<file path="src/rtl/widthadapt_pkg.sv">
// widthadapt_pkg: slice ordering and parameter checks shared by the width packer and unpacker
package widthadapt_pkg;
  function automatic int f_slice_lsb(input int idx, input int width, input int x);
    return (x - 1 - idx) * width;
  endfunction
  function automatic bit f_is_pow2(input int x);
    return (x >= 2) && ((x & (x - 1)) == 0);
  endfunction
endpackage

</file>
<file path="src/rtl/simple_widthadapt_1_to_x.sv">
// simple_widthadapt_1_to_x: packs p_x narrow beats (first beat in the MSB slice) into one wide word
// Optional WIDTHADAPT_FLUSH_EN adds i_last/o_last for early, zero-filled word termination.
module simple_widthadapt_1_to_x
  import widthadapt_pkg::*;
#(
  parameter int p_iwidth = 8,
  parameter int p_x = 2,
  localparam int p_owidth = p_iwidth * p_x,
  localparam int p_xw = $clog2(p_x)
) (
  input  logic                i_clk,
  input  logic                i_rst,
  input  logic                i_valid,
  input  logic [p_iwidth-1:0] i_data,
`ifdef WIDTHADAPT_FLUSH_EN
  input  logic                i_last,
  output logic                o_last,
`endif
  output logic                o_ready,
  output logic                o_valid,
  output logic [p_owidth-1:0] o_data,
  input  logic                i_ready
);
  if (!f_is_pow2(p_x)) begin : g_bad_x
    $error("p_x must be a power of two >= 2");
  end
  logic [p_xw-1:0] s_count;
  logic [p_owidth-1:0] s_acc, merged, mask, shifted;
  logic last_beat, take;
`ifdef WIDTHADAPT_FLUSH_EN
  assign last_beat = (s_count == p_xw'(p_x - 1)) | i_last;
`else
  assign last_beat = (s_count == p_xw'(p_x - 1));
`endif
  assign o_ready = ~last_beat | ~o_valid | i_ready;
  assign take = i_valid & o_ready;
  always_comb begin
    mask = {p_owidth{1'b0}};
    mask[p_iwidth-1:0] = {p_iwidth{1'b1}};
    mask = mask << f_slice_lsb(int'(s_count), p_iwidth, p_x);
    shifted = p_owidth'(i_data) << f_slice_lsb(int'(s_count), p_iwidth, p_x);
    merged = (s_acc & ~mask) | shifted;
  end
  // accumulator is cleared on every final beat so flushed words are zero-filled below the last slice
  always_ff @(posedge i_clk) begin
    if (i_rst) begin
      s_count <= '0;
      s_acc <= '0;
    end else if (take) begin
      s_count <= last_beat ? '0 : s_count + 1'b1;
      s_acc <= last_beat ? '0 : merged;
    end
  end
  always_ff @(posedge i_clk) begin
    if (i_rst) begin
      o_valid <= 1'b0;
      o_data <= '0;
`ifdef WIDTHADAPT_FLUSH_EN
      o_last <= 1'b0;
`endif
    end else if (take & last_beat) begin
      o_valid <= 1'b1;
      o_data <= merged;
`ifdef WIDTHADAPT_FLUSH_EN
      o_last <= i_last;
`endif
    end else if (i_ready) begin
      o_valid <= 1'b0;
    end
  end
endmodule

</file>
<file path="config.mk">
export PLATFORM = sky130hd
export DESIGN_NAME = simple_widthadapt_1_to_x
export DESIGN_NICKNAME = d
export VERILOG_FILES = /design/src/rtl/widthadapt_pkg.sv /design/src/rtl/simple_widthadapt_1_to_x.sv
export SDC_FILE = /design/constraint.sdc
export NUM_CORES = 1
export LEC_CHECK = 0
export CORE_ASPECT_RATIO = 0.7
export CORE_MARGIN = 1.5
export CORE_UTILIZATION = 46
export CTS_CLUSTER_DIAMETER = 100
export DETAILED_ROUTE_END_ITERATION = 16
export PLACE_DENSITY = 0.88
export SLEW_MARGIN = 20
export SYNTH_ARGS = -nofsm -noshare
export SYNTH_HDL_FRONTEND = slang
export SYNTH_SLANG_ARGS = --single-unit
export TNS_END_PERCENT = 50
</file>
<file path="constraint.sdc">
create_clock -name i_clk -period 1.5 [get_ports i_clk]
set_input_delay 0.375 -clock i_clk [delete_from_list [all_inputs] [get_ports i_clk]]
set_output_delay 0.375 -clock i_clk [all_outputs]
set_load 0.005 [all_outputs]
</file>
==> results of run 1 <==
-- layer usage --
layer  global-route usage [%]  vias to the layer above
met1                     26.4                      447
met5                        0                        -
li1                         -                      487
met4                     5.96                        0
met2                     32.1                       28
met3                     6.73                        6
-- kinds of logic (layout without fill, tap and decap cells) --
family	count (synthesis)	count (layout)	synth area share, %
buffers and inverters	13	45	6.03
AO/OA/AOI/OAI	35	35	19.6
AND/OR/NAND/NOR	46	46	27.9
flip-flops	26	26	46.5
-- how the worst max path moves through the flow --
stage	startpoint	end	slack (ns)	cells after the start
global route	last_beat$_SDFFE_PP0P_	o_ready	0.02	3
detailed placement	i_ready	o_ready	-0.47	4
global placement	i_ready	o_ready	-0.44	4
floorplan	i_ready	o_ready	0.30	3
finish	o_valid$_SDFFE_PP0P_	o_valid	0.08	2
CTS	o_valid$_SDFFE_PP0P_	o_ready	-0.06	3
-- flip-flops by register name, indices dropped and copies added, names as in the netlist --
name and count:
last_beat 1, o_data 16, o_valid 1, s_acc 8
-- layout by cell type, fill, tap and decap left out, drive strengths merged --
cell           synthesis  routed
nand2b                17      17
o21a                   1       1
dlygate4sd2            0      17
and2                   2       2
inv                    2       2
nand2                  9       9
bufinv                 0       1
clkdlybuf4s50          0      10
clkbuf                 5       4
nor2b                  1       1
dlymetal6s2s           0       1
dfxtp                 26      26
a21oi                 10      10
buf                    6      10
and3b                  1       1
o21ai                 24      24
nand4b                16      16
-- metrics by stage --
| step | power (W) | util [%] | instances |
|---|---|---|---|
| 3_5_place_dp | 0.000927 | 65.7 | 178 |
| 3_3_place_gp | 0.000918 | 65.7 | 178 |
| 2_1_floorplan | 0.000836 | - | 120 |
| 5_1_grt | 0.00145 | 68.7 | 184 |
| 4_1_cts | 0.00140 | 68.4 | 183 |
| 6_report | 0.00139 | 68.7 | 184 |
-- final cells by class --
type,instances,area share [%]
Clock buffer,3,1.47
Clock inverter,1,1.96
Multi-Input combinational cell,81,34.8
Tap cell,32,2.62
Sequential cell,26,35.5
Inverter,2,0.491
Timing Repair Buffer,39,23.2
-- where the power goes --
part           internal, W  total [W]  switching, W  leakage [nW]
clock             0.000270   0.000479      0.000208        0.0279
sequential        0.000721   0.000735     0.0000143         0.220
combinational    0.0000926   0.000173     0.0000806         0.396
-- worst max-delay path, cell delays in order (launching register included) --
cell	delay [ns]
dfxtp_2	0.34
buf_4	0.12
dlygate4sd2_1	0.25
-- repair_timing --
action	CTS	global route
setup endpoints to repair	18	2
gates cloned	0	0
gates resized for setup	35	4
setup buffers	1	1
==> summary.txt, run 1 <==
Critical Path Fanout Max: 2
most frequent cell after synthesis: dfxtp_1
CTS Hold Bufs: 0
Worst Hold Slack: 0.478 ns
H-tree depth: 1
first-pass GRT wire length: 4040 um
register area share after synthesis: 46.5%
Yosys reg bits: 26
Detail Placement HPWL: 1660 um
ANT nets after route: 0
maximum operating frequency: 0.706 GHz
num ports: 30
met2 wire length: 1120 um
fin. max-slew vios: 0
post-synth top area cell: dfxtp_1
fillers: 196
Synth Cell Area: 0.00112 sq mm
Pre-antenna DRT Iters: 4
drt via density: 5.26
DP Area: 0.00146 sq mm
Sum Neg Setup Slack: 0 ns
clk slew on worst S/H paths: 0.14 ns
CP Launch Type: register
GPL Wtd Cong: 0.770
Core Area: 0.00222 sq mm
critical path class: register to output pin
slew margin rel.: 84.0%
Hold Path End: o_data[1]$_SDFFE_PP0P_
FF+latch area: 543 sq um
Place WS: -0.469 ns
Clock Skew: 0.00193 ns
Iter 0 DRT Violations: 34
Root Buffer: clkbuf_4
FFs w/ async S/R, synth: 0%
worst min-delay path class: register to register
Die H: 44.3 um
clk_lat worst skew: 0.32 ns
Synth area leaders: dfxtp_1 46%, nand4b_1 13%, nand2b_1 9.5%
Post-synth EDFFs: 0
largest net degree at the start of global routing: 43
Hold Violations, Final: 0
CTS tree: done
total track usage: 20.3%
die area: 0.00274 sq mm
initial antenna violation count: 0
Starting Density: 50.3%
total wire length: 2480 um
row count: 14
met3 wire len: 119 um
Post-synth top cells: 26 x dfxtp_1, 17 x nand2b_1, 16 x nand4b_1, 14 x o21ai_0, 10 x o21ai_2
Num CTS Buffers: 3
Setup crit end kind: output pin
Reg2Reg Setup Slack: 0.29 ns
IO buf count: 29
GR Overflow Total: 0
Diodes inserted: 0
Top Metal Used: met4
Synth top area share: 46.5%
max_cap viols: 0
worst ir drop on vdd: 0.666 mV
Top FF cell, synth: dfxtp_1
met1 WL: 1210 um
final worst path period share: 94.4%
R2R Path Start: o_valid$_SDFFE_PP0P_
Worst-Margin Slew: 0.240 ns
cell count of the worst hold path: 2
Final setup viols: 0
WP data arrival: 1.04 ns
post-route cell area: 0.00153 sq mm
share of cells above drive strength 1: 30.3%
Hold Startpoint: o_data[1]$_SDFFE_PP0P_
PD cells: 907 mW/mm^2
vias in the first global route: 913
outcome: finished, final reports clean
Yosys cell types: 17
reg2reg end: s_acc[10]$_SDFFE_PP0P_
Min Clock Period, post-route: 1.42 ns
synthesized net count: 132
multi-input logic area: 532 sq um
Max Buffers Root-to-Sink: 2
P_leak: 0.644 nW
Final Net Count: 165
Yosys warnings: 0
RSZ-0062 raised after global routing: false
Req. time, crit path: 1.12 ns
PnR worst setup slack: 0.0833 ns
die width: 62.0 um
CTS Sinks: 26
Area Overhead vs Synth: 36.5%
FF-to-FF path depth: 5
Vias: 968
Remaining DRCs: 0
Cells after Synth: 120
syn_area_per_cell: 9.33 sq um
WL/cell: 13.5 um
Note: power is estimated with default switching activity, not from simulation.
==> run 2: changes to the inputs <==
CORE_MARGIN = 3   (was 1.5)
==> summary.txt, run 2 (synthesized netlist as in run 1, its figures left out) <==
total wire length: 2570 um
WP data arrival: 1.09 ns
R2R Path Start: last_beat$_SDFFE_PP0P_
clock power share: 27.3%
ANT nets after route: 0
CTS Sinks: 26
Iter 0 DRT Violations: 27
Worst-Margin Slew: 0.237 ns
Diodes inserted: 0
row count: 14
Clock Skew: 0.00412 ns
P_leak: 0.644 nW
Reg2Reg Setup Slack: 0.28 ns
Core Area: 0.00222 sq mm
Net Sw Frac: 23.0%
reg2reg end: s_acc[10]$_SDFFE_PP0P_
maximum operating frequency: 0.682 GHz
Crit. path cell count: 4
crit path to: o_ready
CP bufs+invs: 3
PnR worst setup slack: 0.0336 ns
Final Net Count: 166
Critical Path Fanout Max: 2
Setup crit end kind: output pin
most frequent cells in the layout: 18 x dfxtp_2, 17 x nand2b_1, 17 x dlygate4sd2_1, 16 x nand4b_1, 14 x o21ai_0
Hold Violations, Final: 0
die area: 0.00307 sq mm
top flop regs: o_data (16), s_acc (8)
initial antenna violation count: 0
multi-input logic area: 532 sq um
total track usage: 18.2%
Die H: 47.3 um
FF+latch area: 543 sq um
first-pass GRT wire length: 4190 um
largest net degree at the start of global routing: 43
H-tree depth: 1
Req. time, crit path: 1.12 ns
post-layout util: 68.6%
critical path class: primary input to output pin
num ports: 30
Num CTS Buffers: 3
share of cells above drive strength 1: 30.1%
commonest non-fill, non-tap cell in the layout: dfxtp_2
PD cells: 819 mW/mm^2
fillers: 191
Remaining DRCs: 0
fin. max-slew vios: 0
GR Overflow Total: 0
clk_lat worst skew: 0.31 ns
Top delay family on crit path: buffers and inverters
Root Buffer: clkbuf_4
GPL Wtd Cong: 0.794
Pre-antenna DRT Iters: 4
Power Internal: 0.000962 W
worst min-delay path class: register to register
Max Buffers Root-to-Sink: 2
Biggest register: o_data
Area Overhead vs Synth: 36.2%
CP max stage cell: dlygate4sd2_1
Detail Placement HPWL: 1760 um
Sequential Power Share: 58.8%
final worst path period share: 97.8%
drt via density: 5.37
slew margin rel.: 84.2%
slowest cell delay on critical path: 0.24 ns
clk slew on worst S/H paths: 0.13 ns
WL/cell: 13.9 um
Starting Density: 50.3%
Vias: 994
critical path, cell by cell: dlygate4sd2_1 > and3b_1 > inv_1 > clkdlybuf4s15_1
vias in the first global route: 950
Gate power share: 13.9%
FF-to-FF path depth: 5
outcome: finished, final reports clean
post-route cell area: 0.00153 sq mm
Min Clock Period, post-route: 1.47 ns
worst ir drop on vdd: 0.482 mV
switching pwr: 0.000287 W
Final setup viols: 0
CTS tree: done
die width: 65.0 um
max_cap viols: 0
max FFs per register: 16
Critical path origin: i_ready
Place WS: -0.449 ns
IO buf count: 29
RSZ-0062 raised after global routing: true
CP Launch Type: primary input
DP Area: 0.00146 sq mm
[run 2: final cells by class]
class	count	area share [%]
multi-input combinational	81	34.9
tap	32	2.63
inverter	2	0.492
timing repair buffer	40	24.0
clock buffer	4	2.38
sequential	26	35.6
[run 2: worst min-delay path by stage]
stage / end / depth (start not counted) / slack (ns) / startpoint
after floorplan: s_acc[10]$_SDFFE_PP0P_ / 2 / 0.45 / s_acc[10]$_SDFFE_PP0P_
after global placement: o_data[10]$_SDFFE_PP0P_ / 2 / 0.46 / o_data[10]$_SDFFE_PP0P_
after detailed placement: o_data[1]$_SDFFE_PP0P_ / 2 / 0.47 / o_data[1]$_SDFFE_PP0P_
after CTS: o_data[15]$_SDFFE_PP0P_ / 2 / 0.48 / o_data[15]$_SDFFE_PP0P_
after global routing: o_data[2]$_SDFFE_PP0P_ / 2 / 0.49 / o_data[2]$_SDFFE_PP0P_
final: o_data[1]$_SDFFE_PP0P_ / 2 / 0.48 / o_data[1]$_SDFFE_PP0P_
[run 2: worst reg2reg max path: stages (launching register included)]
cell	delay, ns
dfxtp_2	0.34
and3b_1	0.19
buf_4	0.13
buf_4	0.15
o21ai_0	0.21
a21oi_1	0.10
[run 2: power groups by stage]
stage,registers [W],clock network (W),logic (W)
after floorplan,0.000747,0,0.0000892
after global placement,0.000745,0,0.000171
after detailed placement,0.000748,0,0.000177
after CTS,0.000734,0.000357,0.000170
after global routing,0.000738,0.000386,0.000189
final,0.000735,0.000340,0.000174
[run 2: per-layer routing]
layer / GRT usage, % / share of wire (%) / vias up
li1: - / - / 488
met1: 22.5 / 44 / 461
met2: 31.1 / 48 / 43
met3: 6.46 / 7.8 / 2
met4: 4.62 / 0.31 / 0
met5: 0 / 0 / -
[run 2: repair_timing]
action | CTS | global route
buffers inserted | 2 | 2
hold buffers | 0 | 0
endpoints found under the setup margin | 18 | 2
gates resized for setup | 36 | 2
pin swaps | 1 | 0
[run 2: stage by stage]
step                total power [W]  hold slack (ns)  instances  TNS (ns)
finish                      0.00125            0.477        185         0
floorplan                  0.000836            0.454        120         0
global route                0.00131            0.489        185   -0.0527
global placement           0.000917            0.460        177    -0.740
CTS                         0.00126            0.483        183   -0.0448
detailed placement         0.000924            0.469        177     -1.48
==> run 3: changes to the inputs <==
CORE_MARGIN = default   (was 3)
==> summary.txt, run 3 (synthesized netlist as in run 1, its figures left out) <==
switching pwr: 0.000290 W
Req. time, crit path: 1.12 ns
Top delay family on crit path: buffers and inverters
total wire length: 2600 um
Min Clock Period, post-route: 1.42 ns
CP bufs+invs: 2
clock power share: 27.3%
Worst-Margin Slew: 0.234 ns
share of cells above drive strength 1: 29.8%
die area: 0.00264 sq mm
Hold Violations, Final: 0
CP Launch Type: register
Power Total: 0.00125 W
R2R Path Start: o_valid$_SDFFE_PP0P_
Iter 0 DRT Violations: 25
post-layout util: 67.5%
total track usage: 21.5%
WP data arrival: 1.04 ns
slowest cell delay on critical path: 0.35 ns
Area Overhead vs Synth: 34.1%
Power Internal: 0.000960 W
CTS Sinks: 26
vias in the first global route: 923
final worst path period share: 94.5%
critical path class: register to output pin
reg2reg end: s_acc[13]$_SDFFE_PP0P_
Setup crit end kind: output pin
Biggest register: o_data
GPL Wtd Cong: 0.758
worst ir drop on vdd: 0.645 mV
num ports: 30
WL/cell: 14.2 um
largest net degree at the start of global routing: 43
Core Area: 0.00222 sq mm
Net Sw Frac: 23.2%
RSZ-0062 raised after global routing: false
initial antenna violation count: 0
Hold Path End: o_data[15]$_SDFFE_PP0P_
maximum operating frequency: 0.706 GHz
Diodes inserted: 0
Remaining DRCs: 0
Critical Path Fanout Max: 2
Gate power share: 13.8%
die width: 61.0 um
Sequential Power Share: 58.9%
dpl cells: 177
outcome: finished, final reports clean
Starting Density: 50.3%
row count: 14
fin. max-slew vios: 0
most frequent cells in the layout: 18 x dlygate4sd2_1, 18 x dfxtp_2, 17 x nand2b_1, 16 x nand4b_1, 14 x o21ai_0
P_leak: 0.618 nW
Die H: 43.3 um
clk_lat worst skew: 0.31 ns
Root Buffer: clkbuf_4
max_cap viols: 0
Detail Placement HPWL: 1780 um
first-pass GRT wire length: 4130 um
critical path, cell by cell: buf_4 > dlygate4sd2_1
CTS tree: done
Pre-antenna DRT Iters: 4
GR Overflow Total: 0
Reg2Reg Setup Slack: 0.26 ns
ANT nets after route: 0
top flop regs: o_data (16), s_acc (8)
worst min-delay path class: register to register
drt via density: 5.37
Cell Count, Final, Fillers Out: 183
fillers: 217
FF-to-FF path depth: 5
cell count of the worst hold path: 2
Worst Hold Slack: 0.479 ns
Max Buffers Root-to-Sink: 2
slew margin rel.: 84.4%
CP max stage cell: dfxtp_2
PD cells: 832 mW/mm^2
IO buf count: 29
Sum Neg Setup Slack: 0 ns
Hold Startpoint: o_data[15]$_SDFFE_PP0P_
Num CTS Buffers: 3
Final Net Count: 164
clk slew on worst S/H paths: 0.14 ns
Vias: 982
Clock Skew: 0.0106 ns
max FFs per register: 16
Final setup viols: 0
H-tree depth: 1
-- run 3: cell types whose count changed in the layout (fill, tap and decap cells not counted) --
cell | before | now
buf_4 | 10 | 8
dlygate4sd2_1 | 17 | 18
clkbuf_2 | 0 | 1
clkdlybuf4s15_1 | 1 | 0
dlymetal6s2s_1 | 1 | 0
-- run 3: area by class of cell --
class | instances | area (sq um) | share of cell area [%]
flip-flops and latches | 26 | 543 | 36.2
inverters | 2 | 7.51 | 0.500
well taps | 32 | 40.0 | 2.67
repair buffers | 38 | 343 | 22.8
clock buffers | 4 | 36.3 | 2.42
multi-input cells | 81 | 532 | 35.4
-- run 3: worst min-delay path: stages, from the launching register on --
cell	delay (ns)
dfxtp_2	0.34
nand2b_1	0.06
o21ai_0	0.06
-- run 3: what timing repair did --
action | CTS | global route
gates resized for setup | 38 | 1
hold buffers | 0 | 0
pin swaps | 1 | 1
cloned | 0 | 0
setup endpoints to repair | 18 | 1
buffers inserted | 1 | 1
-- run 3: per-layer routing --
| metal | vias up | share of wire, % | GRT usage [%] |
|---|---|---|---|
| li1 | 481 | - | - |
| met3 | 6 | 5.4 | 7.01 |
| met5 | - | 0 | 0 |
| met2 | 36 | 49 | 34.9 |
| met1 | 459 | 44 | 27.3 |
| met4 | 0 | 1.5 | 5.45 |
-- run 3: power groups by stage --
stage / logic (W) / clock network, W / registers, W
6_report: 0.000172 / 0.000342 / 0.000736
5_1_grt: 0.000187 / 0.000381 / 0.000739
4_1_cts: 0.000171 / 0.000352 / 0.000735
3_5_place_dp: 0.000179 / 0 / 0.000748
3_3_place_gp: 0.000171 / 0 / 0.000745
2_1_floorplan: 0.0000892 / 0 / 0.000747
-- run 3: through the flow --
stage	area (sq um)	worst slack [ns]
floorplan	1120	0.303
global placement	1460	-0.436
detailed placement	1460	-0.444
CTS	1500	0.0264
global route	1500	0.0336
finish	1500	0.0831
-- run 3: worst max path at each step --
| stage | startpoint | to | slack (ns) | cells after the start |
|---|---|---|---|---|
| final | o_valid$_SDFFE_PP0P_ | o_valid | 0.08 | 2 |
| after global routing | last_beat$_SDFFE_PP0P_ | o_ready | 0.03 | 3 |
| after CTS | last_beat$_SDFFE_PP0P_ | o_ready | 0.03 | 3 |
| after detailed placement | i_ready | o_ready | -0.44 | 4 |
| after global placement | i_ready | o_ready | -0.44 | 4 |
| after floorplan | i_ready | o_ready | 0.30 | 3 |
